File: config.mk
export PLATFORM = sky130hd
export DESIGN_NAME = challenge_seq
export DESIGN_NICKNAME = d
export VERILOG_FILES = /design/src/rtl/puf_pkg.sv /design/src/rtl/popcount32.sv /design/src/rtl/challenge_seq.sv
export SDC_FILE = /design/constraint.sdc
export NUM_CORES = 1
export LEC_CHECK = 0
export ABC_AREA = 1
export ABC_CLOCK_PERIOD_IN_PS = 6050
export BUFFER_PORTS_ARGS = -buffer_cell sky130_fd_sc_hd__buf_2
export CAP_MARGIN = 20
export CORE_MARGIN = 8
export CORE_UTILIZATION = 45
export DETAILED_ROUTE_END_ITERATION = 6
export PLACE_DENSITY_LB_ADDON = 0.3
export SYNTH_ARGS = -nofsm -noshare
export SYNTH_HDL_FRONTEND = slang
export SYNTH_SLANG_ARGS = --single-unit
File: constraint.sdc
create_clock -name clk -period 6.05 [get_ports clk]
set_input_delay 0.605 -clock clk [delete_from_list [all_inputs] [get_ports clk]]
set_output_delay 0.605 -clock clk [all_outputs]
set_load 0.005 [all_outputs]
File: src/rtl/puf_pkg.sv
// Shared definitions for the PUF challenge sequencer: FSM state encoding,
// LFSR feedback polynomial and challenge address width.
package puf_pkg;

  localparam int          ADDR_W    = 10;
  localparam logic [31:0] LFSR_POLY = 32'h8020_0003;

  typedef enum logic [2:0] {
    IDLE       = 3'd0,
    ISSUE      = 3'd1,
    WAIT_AVAIL = 3'd2,
    CAPTURE    = 3'd3,
    EMIT       = 3'd4,
    SETTLE     = 3'd5,
    FINISH     = 3'd6
  } state_t;

  // Galois-style right shift; feedback taps applied when the outgoing bit is 1.
  function automatic logic [31:0] lfsr_step(input logic [31:0] s);
    return (s >> 1) ^ (s[0] ? LFSR_POLY : 32'h0);
  endfunction

endpackage

File: src/rtl/popcount32.sv
// Combinational population count of a 32-bit word (result 0..32).
module popcount32 (
  input  logic [31:0] din,
  output logic [5:0]  count
);

  always_comb begin
    count = '0;
    for (int i = 0; i < 32; i++) begin
      count = count + {5'd0, din[i]};
    end
  end

endmodule

File: src/rtl/challenge_seq.sv
// Challenge sequencer: issues LFSR-generated challenges to a PUF generator,
// waits for its responses and emits the write/clean difference and its weight.
module challenge_seq
  import puf_pkg::*;
#(
  parameter logic [31:0]       SEED           = 32'h2c77_d388,
  parameter logic [ADDR_W-1:0] ADDR_BASE      = 10'd0,
  parameter int                NUM_CHAL       = 16,
  parameter int                SETTLE_CYCLES  = 8,
  parameter int                TIMEOUT_CYCLES = 1024
) (
  input  logic        clk,
  input  logic        resetn,
  input  logic        start,
  output logic        busy,
  output logic        done,
  output logic        timeout_err,
  output logic        gen_enable,
  output logic [31:0] cha_data,
  output logic [31:0] cha_addr,
  input  logic        available,
  input  logic [31:0] rsp_write,
  input  logic [31:0] rsp_clean,
  output logic        out_valid,
  input  logic        out_ready,
  output logic [7:0]  out_idx,
  output logic [31:0] out_chal,
  output logic [31:0] out_diff,
  output logic [5:0]  out_hw
);

  // A zero seed would lock the LFSR at zero forever.
  localparam logic [31:0]       SEED_INIT    = (SEED == 32'h0) ? 32'h1 : SEED;
  localparam int                SETTLE_LEN   = (SETTLE_CYCLES == 0) ? 1 : SETTLE_CYCLES;
  localparam logic [31:0]       SETTLE_LAST  = 32'(SETTLE_LEN - 1);
  localparam logic [31:0]       TIMEOUT_LAST = 32'(TIMEOUT_CYCLES - 1);
  localparam logic [7:0]        LAST_IDX     = 8'(NUM_CHAL - 1);
  localparam logic [ADDR_W-1:0] ADDR_ONE     = 1;

  state_t            state_q, state_d;
  logic [31:0]       lfsr_q, lfsr_d;
  logic [ADDR_W-1:0] addr_q, addr_d;
  logic [7:0]        idx_q, idx_d;
  logic [31:0]       cnt_q, cnt_d;
  logic              terr_q, terr_d;
  logic [31:0]       rsp_w_q, rsp_w_d;
  logic [31:0]       rsp_c_q, rsp_c_d;
  logic [31:0]       diff_q, diff_d;
  logic [5:0]        hw_q, hw_d;
  logic [31:0]       diff_c;
  logic [5:0]        hw_c;

  assign diff_c = rsp_w_q ^ rsp_c_q;

  popcount32 u_popcount (
    .din   (diff_c),
    .count (hw_c)
  );

  always_comb begin
    state_d = state_q;
    lfsr_d  = lfsr_q;
    addr_d  = addr_q;
    idx_d   = idx_q;
    cnt_d   = cnt_q;
    terr_d  = terr_q;
    rsp_w_d = rsp_w_q;
    rsp_c_d = rsp_c_q;
    diff_d  = diff_q;
    hw_d    = hw_q;
    unique case (state_q)
      IDLE: begin
        if (start) begin
          state_d = ISSUE;
          lfsr_d  = SEED_INIT;
          idx_d   = '0;
          addr_d  = ADDR_BASE;
          terr_d  = 1'b0;
        end
      end
      ISSUE: begin
        state_d = WAIT_AVAIL;
        cnt_d   = '0;
      end
      WAIT_AVAIL: begin
        if (available) begin
          rsp_w_d = rsp_write;
          rsp_c_d = rsp_clean;
          state_d = CAPTURE;
        end else if (cnt_q == TIMEOUT_LAST) begin
          terr_d  = 1'b1;
          state_d = FINISH;
        end else begin
          cnt_d = cnt_q + 32'd1;
        end
      end
      CAPTURE: begin
        diff_d  = diff_c;
        hw_d    = hw_c;
        state_d = EMIT;
      end
      EMIT: begin
        if (out_ready) begin
          if (idx_q == LAST_IDX) begin
            state_d = FINISH;
          end else begin
            // Next challenge is prepared on the way into SETTLE.
            state_d = SETTLE;
            lfsr_d  = lfsr_step(lfsr_q);
            idx_d   = idx_q + 8'd1;
            addr_d  = addr_q + ADDR_ONE;
            cnt_d   = '0;
          end
        end
      end
      SETTLE: begin
        if (cnt_q == SETTLE_LAST) begin
          state_d = ISSUE;
        end else begin
          cnt_d = cnt_q + 32'd1;
        end
      end
      FINISH: begin
        state_d = IDLE;
      end
      default: begin
        state_d = IDLE;
      end
    endcase
  end

  always_ff @(posedge clk or negedge resetn) begin
    if (!resetn) begin
      state_q <= IDLE;
      lfsr_q  <= '0;
      addr_q  <= '0;
      idx_q   <= '0;
      cnt_q   <= '0;
      terr_q  <= 1'b0;
      rsp_w_q <= '0;
      rsp_c_q <= '0;
      diff_q  <= '0;
      hw_q    <= '0;
    end else begin
      state_q <= state_d;
      lfsr_q  <= lfsr_d;
      addr_q  <= addr_d;
      idx_q   <= idx_d;
      cnt_q   <= cnt_d;
      terr_q  <= terr_d;
      rsp_w_q <= rsp_w_d;
      rsp_c_q <= rsp_c_d;
      diff_q  <= diff_d;
      hw_q    <= hw_d;
    end
  end

  assign busy        = (state_q != IDLE);
  assign done        = (state_q == FINISH);
  assign gen_enable  = (state_q == ISSUE) || (state_q == WAIT_AVAIL);
  assign out_valid   = (state_q == EMIT);
  assign timeout_err = terr_q;
  assign cha_data    = lfsr_q;
  assign cha_addr    = {{(32 - ADDR_W){1'b0}}, addr_q};
  assign out_idx     = idx_q;
  assign out_chal    = lfsr_q;
  assign out_diff    = diff_q;
  assign out_hw      = hw_q;

endmodule

==> out/results.txt, run 1 <==
The run finished with clean final reports. For this run, the total global-route usage over all layers was measured as 18.5%. In this run the register-to-register setup slack is 0.66 ns.

The classification of the worst-slack hold path was input pin to async pin. For the worst setup path, the data required time is 6.36 ns. Based on the critical path, the design can be clocked at up to 185 MHz. The tree is rooted in a sky130_fd_sc_hd__clkbuf_16. The largest fanout of any net on the critical path was 2. TritonCTS built the clock tree. The tree built by TritonCTS fans out to 188 sinks.

The floorplan has 55 rows. 0 antenna diodes ended up in the layout. Before antenna repair, the detailed router went through 5 iterations.

The cell area that synthesis handed to floorplanning was 10300 sq um. Gates resized during post-CTS repair numbered 0. For this run, asynchronously set or reset flops after synthesis account for 100%.

The number of DRC markers after the initial detailed-route iteration was 505; the largest net degree at the start of global routing was 77. In this design, the largest share of critical-path delay is due to adder cells. Delay of the slowest critical-path stage: 0.55 ns.

The logs give 216 for the number of top-level pins and 5.70 ns for the arrival time of data at the critical path endpoint. The area growth from synthesis to layout is 13.9%. In this run the number of H-tree levels came out at 4. The top-area cell type share of the netlist area was 45.5%; the met1 track demand over resource in global routing was 24.4%.

The count of port buffers added during placement came out at 193. For this configuration, the core starts out at a cell density of 45.8%. The run gives 0.897 as the final RePlAce weighted congestion. The vias after detailed routing is 8483. The net count of the finished layout is 1574. The kind of launch point of the worst setup path was a flip-flop. The number of endpoints failing setup at the final stage was 0. The tools report the via count of the first global-routing pass as 8375. In the routed design, unresolved DRC markers number 0. For the final hold violation count, the log shows 0.

Across the run, the number of max-cap violations was 0. Clock skew on the completed layout was measured at 0.00978 ns. The count of flip-flops with a built-in enable after synthesis was 0; the total wire length was 25400 um.

The y dimension of the die was 168 um; the worst slew slack as a fraction of its limit was 36.9%. Counting both buffers and inverters, the worst setup path holds a total of 4. Summed over all instances, the cell type with the most area after synthesis is sky130_fd_sc_hd__dfrtp_1.

After synthesis the netlist holds a flip-flop and latch count of 188. Utilization after layout: 52.1%. After clock tree synthesis, the clock-pin slew on the worst setup and hold paths is 0.07 ns. In this run, CTS created clock tree buffers numbering 17.

After floorplanning, the core was sized to cover 22600 sq um. The via count normalized by instance count is 4.80. The share of final-layout standard cells stronger than drive strength 1 works out to 17.6%. For the pin with the worst max-slew slack, the measured transition is 0.945 ns. After clock tree synthesis, the setup repair step added 0 buffers. The number of hold buffers added after CTS was 0. Global routing consumed, on the met3 layer, 4.35% of the routing resources.

In this run the remaining antenna-violating nets after routing total 0. Setup repair after global routing left no endpoint under its margin. The cell with the most instances on the worst path is sky130_fd_sc_hd__fa_1. Summed negative setup slack over all endpoints: 0 ns. The tools report the maximum root-to-sink buffer count as 2.

The run gives 0.43 ns as the clock latency of the later-clocked register in the worst-skew pair. The endpoint kind of the worst setup timing path was a flip-flop. Dividing the detail-routed wire length by the instance count gives 14.4 um. The die is 168 um wide.

The filler cells instantiated in the layout total 2178. Across the whole layout, storage elements account for 4700 sq um. The standard cell with the maximum stage delay on the critical path was sky130_fd_sc_hd__fa_1. The run gives 29.9% as the routing usage on met2. By area the synthesized netlist is led by sky130_fd_sc_hd__dfrtp_1 (46%), sky130_fd_sc_hd__nand2_1 (20%), sky130_fd_sc_hd__nor2_1 (4.9%). The critical path goes through xor2_1 > ha_1 > inv_1 > fa_1 > inv_1 > fa_1 > fa_1 > fa_1 > inv_1 > fa_1 > fa_1 > fa_1 > inv_1 > fa_1 > a21oi_1 > o21bai_1 > a22oi_1 > o21ai_0. met2 is the most crowded layer. The share of the Yosys chip area taken by registers is 45.5%. For the number of pins with negative max-slew slack in the final report, the log shows 0.

Summing all multi-input logic gate instances after layout gives 4690 sq um. The prevailing post-synth register cell is sky130_fd_sc_hd__dfrtp_1. The category of the most critical setup path was flip-flop to flip-flop. The total half-perimeter wirelength after legalization and detailed placement is 18700 um, and the initial antenna violation count is 0. Aggregate global routing overflow: 0. The global-route wire length before repair came out at 42600 um. The smallest clock period supported by the final layout is computed as 5.39 ns.

The run gives 36 as the number of distinct library cell variants in the gate-level netlist after synthesis. The mean area per synthesized cell was 7.79 sq um; the number of warnings issued by yosys was 0. The share of the cycle needed by the critical path after routing is 89.1%, and the area of the die is 28100 sq um. Synthesis produced a netlist whose cell count is 1326.
worst reg2reg max path: stages (launching register included):
cell	delay, ns
sky130_fd_sc_hd__dfrtp_1	0.39
sky130_fd_sc_hd__xor2_1	0.18
sky130_fd_sc_hd__ha_1	0.28
sky130_fd_sc_hd__inv_1	0.04
sky130_fd_sc_hd__fa_1	0.47
sky130_fd_sc_hd__inv_1	0.05
sky130_fd_sc_hd__fa_1	0.52
sky130_fd_sc_hd__fa_1	0.52
sky130_fd_sc_hd__fa_1	0.54
sky130_fd_sc_hd__inv_1	0.05
sky130_fd_sc_hd__fa_1	0.49
sky130_fd_sc_hd__fa_1	0.55
sky130_fd_sc_hd__fa_1	0.20
sky130_fd_sc_hd__inv_1	0.06
sky130_fd_sc_hd__fa_1	0.39
sky130_fd_sc_hd__a21oi_1	0.17
sky130_fd_sc_hd__o21bai_1	0.09
sky130_fd_sc_hd__a22oi_1	0.16
sky130_fd_sc_hd__o21ai_0	0.11
sequential cells by signal, indices dropped and copies added (netlist names):
register / flops
timeout_err: 1
cha_data: 32
cnt_q: 32
out_diff: 32
out_idx: 8
out_hw: 6
state_q: 3
addr_q: 10
rsp_c_q: 32
rsp_w_q: 32
cell families (layout without fill, tap and decap cells):
logic type               count (synthesis)  after routing  synth area share, %
AO/OA/AOI/OAI                           99             99                 5.11
XOR/XNOR                                52             52                 4.41
adder cells (fa/ha/maj)                 35             35                 5.98
buffers and inverters                  201            337                 9.84
flip-flops                             188            188                 45.5
other                                    1             22               0.0363
AND/OR/NAND/NOR                        750            750                 29.1
final timing paths:
| path | startpoint | end | cells after the start |
|---|---|---|---|
| max | rsp_c_q[0] | out_hw[4] | 18 |
| min | resetn | rsp_c_q[9] | 1 |
| max reg2reg | rsp_c_q[0] | out_hw[4] | 18 |
| min reg2reg | out_diff[13] | out_diff[13] | 2 |
| max in group asynchronous | resetn | cha_data[29] | 3 |
| min in group clk | rsp_write[23] | rsp_w_q[23] | 3 |
area by class of cell:
type	instances	area share, %
sequential	188	40.0
multi-input combinational	958	39.9
timing repair buffer	199	8.94
clock buffer	19	3.76
inverter	106	3.38
tap	285	3.03
clock inverter	13	1.04
metrics by stage:
step,setup slack [ns],hold slack (ns),area [sq um],instances
finish,0.657,0.144,11800,1768
global route,0.414,0.166,11800,1768
CTS,0.635,0.156,11700,1766
detailed placement,0.637,0.465,11200,1734
global placement,0.721,0.453,11200,1734
floorplan,0.892,0.309,10400,1347
cell usage after synthesis, types with 6 or more instances:
cell / n
sky130_fd_sc_hd__a21oi_1: 17
sky130_fd_sc_hd__buf_4: 59
sky130_fd_sc_hd__clkbuf_1: 25
sky130_fd_sc_hd__dfrtp_1: 188
sky130_fd_sc_hd__fa_1: 24
sky130_fd_sc_hd__ha_1: 11
sky130_fd_sc_hd__inv_1: 97
sky130_fd_sc_hd__inv_2: 9
sky130_fd_sc_hd__nand2_1: 545
sky130_fd_sc_hd__nand3_1: 31
sky130_fd_sc_hd__nand3b_1: 6
sky130_fd_sc_hd__nand4_1: 8
sky130_fd_sc_hd__nor2_1: 134
sky130_fd_sc_hd__nor3_1: 7
sky130_fd_sc_hd__o21ai_0: 43
sky130_fd_sc_hd__o21ai_1: 27
sky130_fd_sc_hd__o31ai_1: 6
sky130_fd_sc_hd__xnor2_1: 23
sky130_fd_sc_hd__xor2_1: 29
metal layers:
layer / wire (um) / vias up
li1: - / 4274
met1: 11500 / 3964
met2: 11900 / 213
met3: 1440 / 32
met4: 565 / 0
met5: 0 / -
cell usage in the layout, fill, tap and decap left out, types with 2 or more instances in the layout:
cell type,count
sky130_fd_sc_hd__nand2_1,544
sky130_fd_sc_hd__buf_2,192
sky130_fd_sc_hd__dfrtp_1,188
sky130_fd_sc_hd__nor2_1,134
sky130_fd_sc_hd__inv_1,96
sky130_fd_sc_hd__o21ai_0,43
sky130_fd_sc_hd__nand3_1,31
sky130_fd_sc_hd__xor2_1,29
sky130_fd_sc_hd__o21ai_1,27
sky130_fd_sc_hd__fa_1,24
sky130_fd_sc_hd__xnor2_1,23
sky130_fd_sc_hd__conb_1,22
sky130_fd_sc_hd__a21oi_1,17
sky130_fd_sc_hd__clkbuf_16,17
sky130_fd_sc_hd__ha_1,11
sky130_fd_sc_hd__inv_2,10
sky130_fd_sc_hd__nand4_1,8
sky130_fd_sc_hd__nor3_1,7
sky130_fd_sc_hd__nand3b_1,6
sky130_fd_sc_hd__o31ai_1,6
sky130_fd_sc_hd__inv_8,6
sky130_fd_sc_hd__nor2_2,5
sky130_fd_sc_hd__nand2_2,5
sky130_fd_sc_hd__clkinvlp_4,5
sky130_fd_sc_hd__buf_4,4
sky130_fd_sc_hd__nand3_2,3
sky130_fd_sc_hd__o21bai_1,2
sky130_fd_sc_hd__or2_2,2
sky130_fd_sc_hd__nor2_8,2
sky130_fd_sc_hd__clkbuf_8,2
Power of run 1 is left out: the tool's default activity adds up to more than one toggle a clock period on the data nets, which glitch-free logic cannot reach.
==> run 2, diff against run 1 <==
ABC_AREA = default   (was 1)
ABC_CLOCK_PERIOD_IN_PS = 6800   (was 6050)
CAP_MARGIN = 0   (was 20)
clock period = 6.8 ns   (was 6.05 ns; I/O delays follow)
==> run 2 against run 1 <==
  * Routed wire length down 9.5%
  * Setup slack better by 0.68 ns
  * Clock skew is 0.0040 ns higher
  * Critical path type unchanged
  * Largest cell class unchanged
  * Non-clock buffer count increased by 4
  * Critical path depth unchanged
  * Global-route usage is 1.1 points lower
==> out/results.txt, run 2 <==
The run finished with clean final reports. Total half-perimeter wirelength after legalization and detailed placement: 16400 um (was 18700 um). The category of the most critical setup path was flip-flop to flip-flop (unchanged).

Top cell types by occurrence after synthesis: sky130_fd_sc_hd__dfrtp_1 (188), sky130_fd_sc_hd__nand2_1 (94), sky130_fd_sc_hd__mux2_2 (77) (was sky130_fd_sc_hd__nand2_1 (545), sky130_fd_sc_hd__dfrtp_1 (188), sky130_fd_sc_hd__nor2_1 (134)). The total standard cell area after synthesis was 9710 sq um (was 10300 sq um). The reg2reg setup slack came out at 1.34 ns (was 0.66 ns). The global-route wire length before repair was 37600 um (was 42600 um). The post-route antenna net violation count is 0 (unchanged). TritonCTS built the clock tree. The y dimension of the die was 163 um (was 168 um); the share of final-layout standard cells stronger than drive strength 1 was 29.8% (was 17.6%). The area of the die was 26500 sq um (was 28100 sq um); the die width was 163 um (was 168 um).

The area added between synthesis and finish works out to 14.7% (was 13.9%). The run gives 5 (was 0) as the initial antenna violation count. For the total clock buffers created by CTS, the log shows 17 (unchanged). Clock latency of the later-clocked register in the worst-skew pair: 0.43 ns (about the same).

The xor-xnor portion of the synthesized cell area is 4.51% (was 4.41%), and the depth of the worst register-to-register path is 18 (unchanged). The area share of fa/ha/maj cells after synthesis was 6.36% (was 5.98%). The synthesized instance count is 919 (was 1326), and the post-route worst setup slack is 1.34 ns (was 0.657 ns).

The top-area cell type share of the netlist area was 48.4% (was 45.5%). For the worst slew slack as a fraction of its limit, the log shows 23.0% (was 36.9%). The post-route non-filler standard cell count was 1348 (was 1768); the async set-reset flop share out of synthesis was 100% (unchanged). For the number of placed instances, taps included, the log shows 1316 (was 1734). The final critical delay including setup and external delays works out to 5.46 ns (was 5.39 ns). The net count of the finished layout was 1164 (was 1574); the post-CTS setup repair buffer count was 0 (unchanged). The starting density of the core was 46.1% (was 45.8%); the worst slack after detailed placement was 1.31 ns (was 0.637 ns). The number of gates resized after cts came out at 0 (unchanged).

The leading cell type in the layout, fill and taps excluded is sky130_fd_sc_hd__buf_2 (was sky130_fd_sc_hd__nand2_1). The run gives 55 (was 36) as the number of distinct library cell variants in the gate-level netlist after synthesis. The tools report the largest net degree at the start of global routing as 115 (was 77). The arrival time of data at the critical path endpoint came out at 5.75 ns (was 5.70 ns).

The tools report the destination of the worst register-to-register timing path as out_hw[4] (unchanged). The total iterations of the first detailed-routing run is 4 (was 5), and the synthesized-area fraction occupied by ao, oa, aoi and oai cells is 10.8% (was 5.11%). Placement row count: 53 (was 55). The reg-to-reg critical path startpoint is rsp_c_q[1] (was rsp_c_q[0]). Kind of launch point of the worst setup path: a flip-flop (unchanged). Setup repair after global routing left no endpoint under its margin. The post-synthesis mux area share is 9.13% (was 0%). The share of the cycle needed by the critical path after routing works out to 80.4% (was 89.1%). The total wire length came out at 23000 um (was 25400 um). The count of flip-flops with a built-in enable after synthesis came out at 0 (unchanged). Count of port buffers added during placement: 193 (unchanged). Classification of the worst-slack hold path: input pin to async pin (unchanged).

The endpoint kind of the worst setup timing path is a flip-flop (unchanged). For the fraction of the yosys area taken by sequential cells, the log shows 48.4% (was 45.5%). Largest family of logic cells by synthesized area: simple AND/OR/NAND/NOR gates (unchanged). The summed negative setup slack over all endpoints came out at 0 ns (unchanged).

The number of storage elements in the synthesis netlist is 188 (unchanged). The prevailing post-synth register cell is sky130_fd_sc_hd__dfrtp_1 (unchanged). The final hold violation count was 0 (unchanged); the share of synthesized cell area in and, or, nand and nor gates was 12.7% (was 29.1%).

The cell accounting for the most synthesized area is sky130_fd_sc_hd__dfrtp_1 (unchanged). Standard cell core area: 21100 sq um (was 22600 sq um). The transition at the pin with the smallest max-transition slack was 1.15 ns (was 0.945 ns); the number of top-level pins was 216 (unchanged). Cell types with the largest area share after synthesis: sky130_fd_sc_hd__dfrtp_1 (48%), sky130_fd_sc_hd__mux2_2 (8.9%), sky130_fd_sc_hd__fa_1 (4.9%) (was sky130_fd_sc_hd__dfrtp_1 (46%), sky130_fd_sc_hd__nand2_1 (20%), sky130_fd_sc_hd__nor2_1 (4.9%)).

The most common cell in the synthesized netlist is sky130_fd_sc_hd__dfrtp_1 (was sky130_fd_sc_hd__nand2_1). The run gives 0 (unchanged) as the aggregate global routing overflow. The post-detailed-route wirelength per cell was 17.1 um (was 14.4 um); the clock transition at the register clock pins on the worst setup and hold paths after CTS was 0.07 ns (about the same).

Number of warnings issued by yosys: 0 (unchanged). The master cell of the clock root buffer was sky130_fd_sc_hd__clkbuf_16 (unchanged). The required time at the worst-slack endpoint was 7.09 ns (was 6.36 ns); the detailed-route DRC error count was 0 (unchanged). For the worst setup skew after layout, the log shows 0.0138 ns (was 0.00978 ns). The via count normalized by instance count was 5.31 (was 4.80); the number of pins with negative max-slew slack in the final report was 0 (unchanged). The logs give 7154 (was 8483) for the vias after detailed routing and 17.4% (was 18.5%) for the overall global routing resource usage. The run gives 468 (was 505) as the number of DRC markers after the initial detailed-route iteration.

For the maximum root-to-sink buffer count, the log shows 2 (unchanged). The run gives 0 (unchanged) as the number of hold-repair buffers added at the cts stage. The H-tree depth was 4 (unchanged); the mean area per synthesized cell was 10.6 sq um (was 7.79 sq um). The reported max-cap violation count came out at 0 (unchanged). The final RePlAce weighted congestion came out at 0.789 (was 0.897).

The largest fanout of any net on the critical path works out to 2 (unchanged). Most frequent cells in the layout: sky130_fd_sc_hd__buf_2 (192), sky130_fd_sc_hd__dfrtp_1 (188), sky130_fd_sc_hd__nand2_1 (94) (was sky130_fd_sc_hd__nand2_1 (544), sky130_fd_sc_hd__buf_2 (192), sky130_fd_sc_hd__dfrtp_1 (188)). The highest clock frequency the design can meet was 183 MHz (was 185 MHz). For the number of clock sinks seen by CTS, the log shows 188 (unchanged).

The number of endpoints failing setup at the final stage was 0 (unchanged); the via count of the first global-routing pass was 7246 (was 8375).
==> run 2: cell count changes after synthesis, moves of 8 or more <==
cell / before / now
sky130_fd_sc_hd__inv_1: 97 / 41
sky130_fd_sc_hd__nor2_1: 134 / 38
sky130_fd_sc_hd__buf_2: 3 / 14
sky130_fd_sc_hd__o21ai_0: 43 / 71
sky130_fd_sc_hd__mux2_2: 0 / 77
sky130_fd_sc_hd__nor4_1: 0 / 8
sky130_fd_sc_hd__a31oi_1: 0 / 34
sky130_fd_sc_hd__o21ai_1: 27 / 1
sky130_fd_sc_hd__nand3_1: 31 / 39
sky130_fd_sc_hd__inv_2: 9 / 0
sky130_fd_sc_hd__nand2_1: 545 / 94
sky130_fd_sc_hd__o211ai_1: 0 / 13
sky130_fd_sc_hd__and3_1: 1 / 17
sky130_fd_sc_hd__o2111ai_1: 0 / 8
==> run 2: kinds of logic after synthesis <==
group	Yosys count
mux	79
buf+inv	144
fa+ha+maj	35
other cells	1
flops	188
simple gates	252
xor+xnor	50
compound gates	170
==> run 2: area by class of cell <==
class / instances / area, sq um
tap: 275 / 344
clock buffer: 21 / 460
fill: 1886 / 9940
inverter: 42 / 158
clock inverter: 10 / 101
sequential: 188 / 4700
timing repair buffer: 203 / 1050
antenna: 1 / 2.50
multi-input combinational: 608 / 4330
==> run 2: per-layer routing <==
metal  share of wire (%)  vias up  routed length [um]  global-route usage (%)
li1                    -     3433                   -                       -
met1                  47     3492               10800                    23.9
met2                  46      197               10500                    26.8
met3                 5.7       24                1300                    4.50
met4                 1.5        8                 343                    5.13
met5                0.23        -                  52                       0
==> run 2: metrics by stage <==
stage	area (sq um)	hold WS (ns)	utilization [%]
after floorplan	9790	0.384	-
after global placement	10600	0.461	50.2
after detailed placement	10600	0.469	50.2
after CTS	11100	0.435	52.8
after global routing	11100	0.456	52.9
final	11100	0.390	52.9
==> run 2: how the worst max path moves through the flow <==
stage	start	end	slack [ns]	cells after the start
after global placement	rsp_c_q[0]	out_hw[4]	1.38	18
after floorplan	rsp_c_q[0]	out_hw[4]	1.57	18
after CTS	rsp_c_q[0]	out_hw[4]	1.28	18
final	rsp_c_q[1]	out_hw[4]	1.34	18
after global routing	rsp_c_q[0]	out_hw[4]	1.06	18
after detailed placement	rsp_c_q[0]	out_hw[4]	1.31	18
==> run 2: critical path, stage by stage, from the launching register on <==
cell                      delay [ns]
sky130_fd_sc_hd__dfrtp_1        0.39
sky130_fd_sc_hd__xor2_1         0.19
sky130_fd_sc_hd__ha_1           0.28
sky130_fd_sc_hd__inv_1          0.04
sky130_fd_sc_hd__fa_1           0.47
sky130_fd_sc_hd__inv_1          0.05
sky130_fd_sc_hd__fa_1           0.51
sky130_fd_sc_hd__fa_1           0.53
sky130_fd_sc_hd__fa_1           0.56
sky130_fd_sc_hd__inv_1          0.06
sky130_fd_sc_hd__fa_1           0.49
sky130_fd_sc_hd__fa_1           0.54
sky130_fd_sc_hd__fa_1           0.17
sky130_fd_sc_hd__inv_1          0.06
sky130_fd_sc_hd__fa_1           0.39
sky130_fd_sc_hd__a21o_1         0.19
sky130_fd_sc_hd__a21oi_1        0.16
sky130_fd_sc_hd__xnor2_1        0.14
sky130_fd_sc_hd__o21ai_0        0.09
Power of run 2 is left out for the same reason.
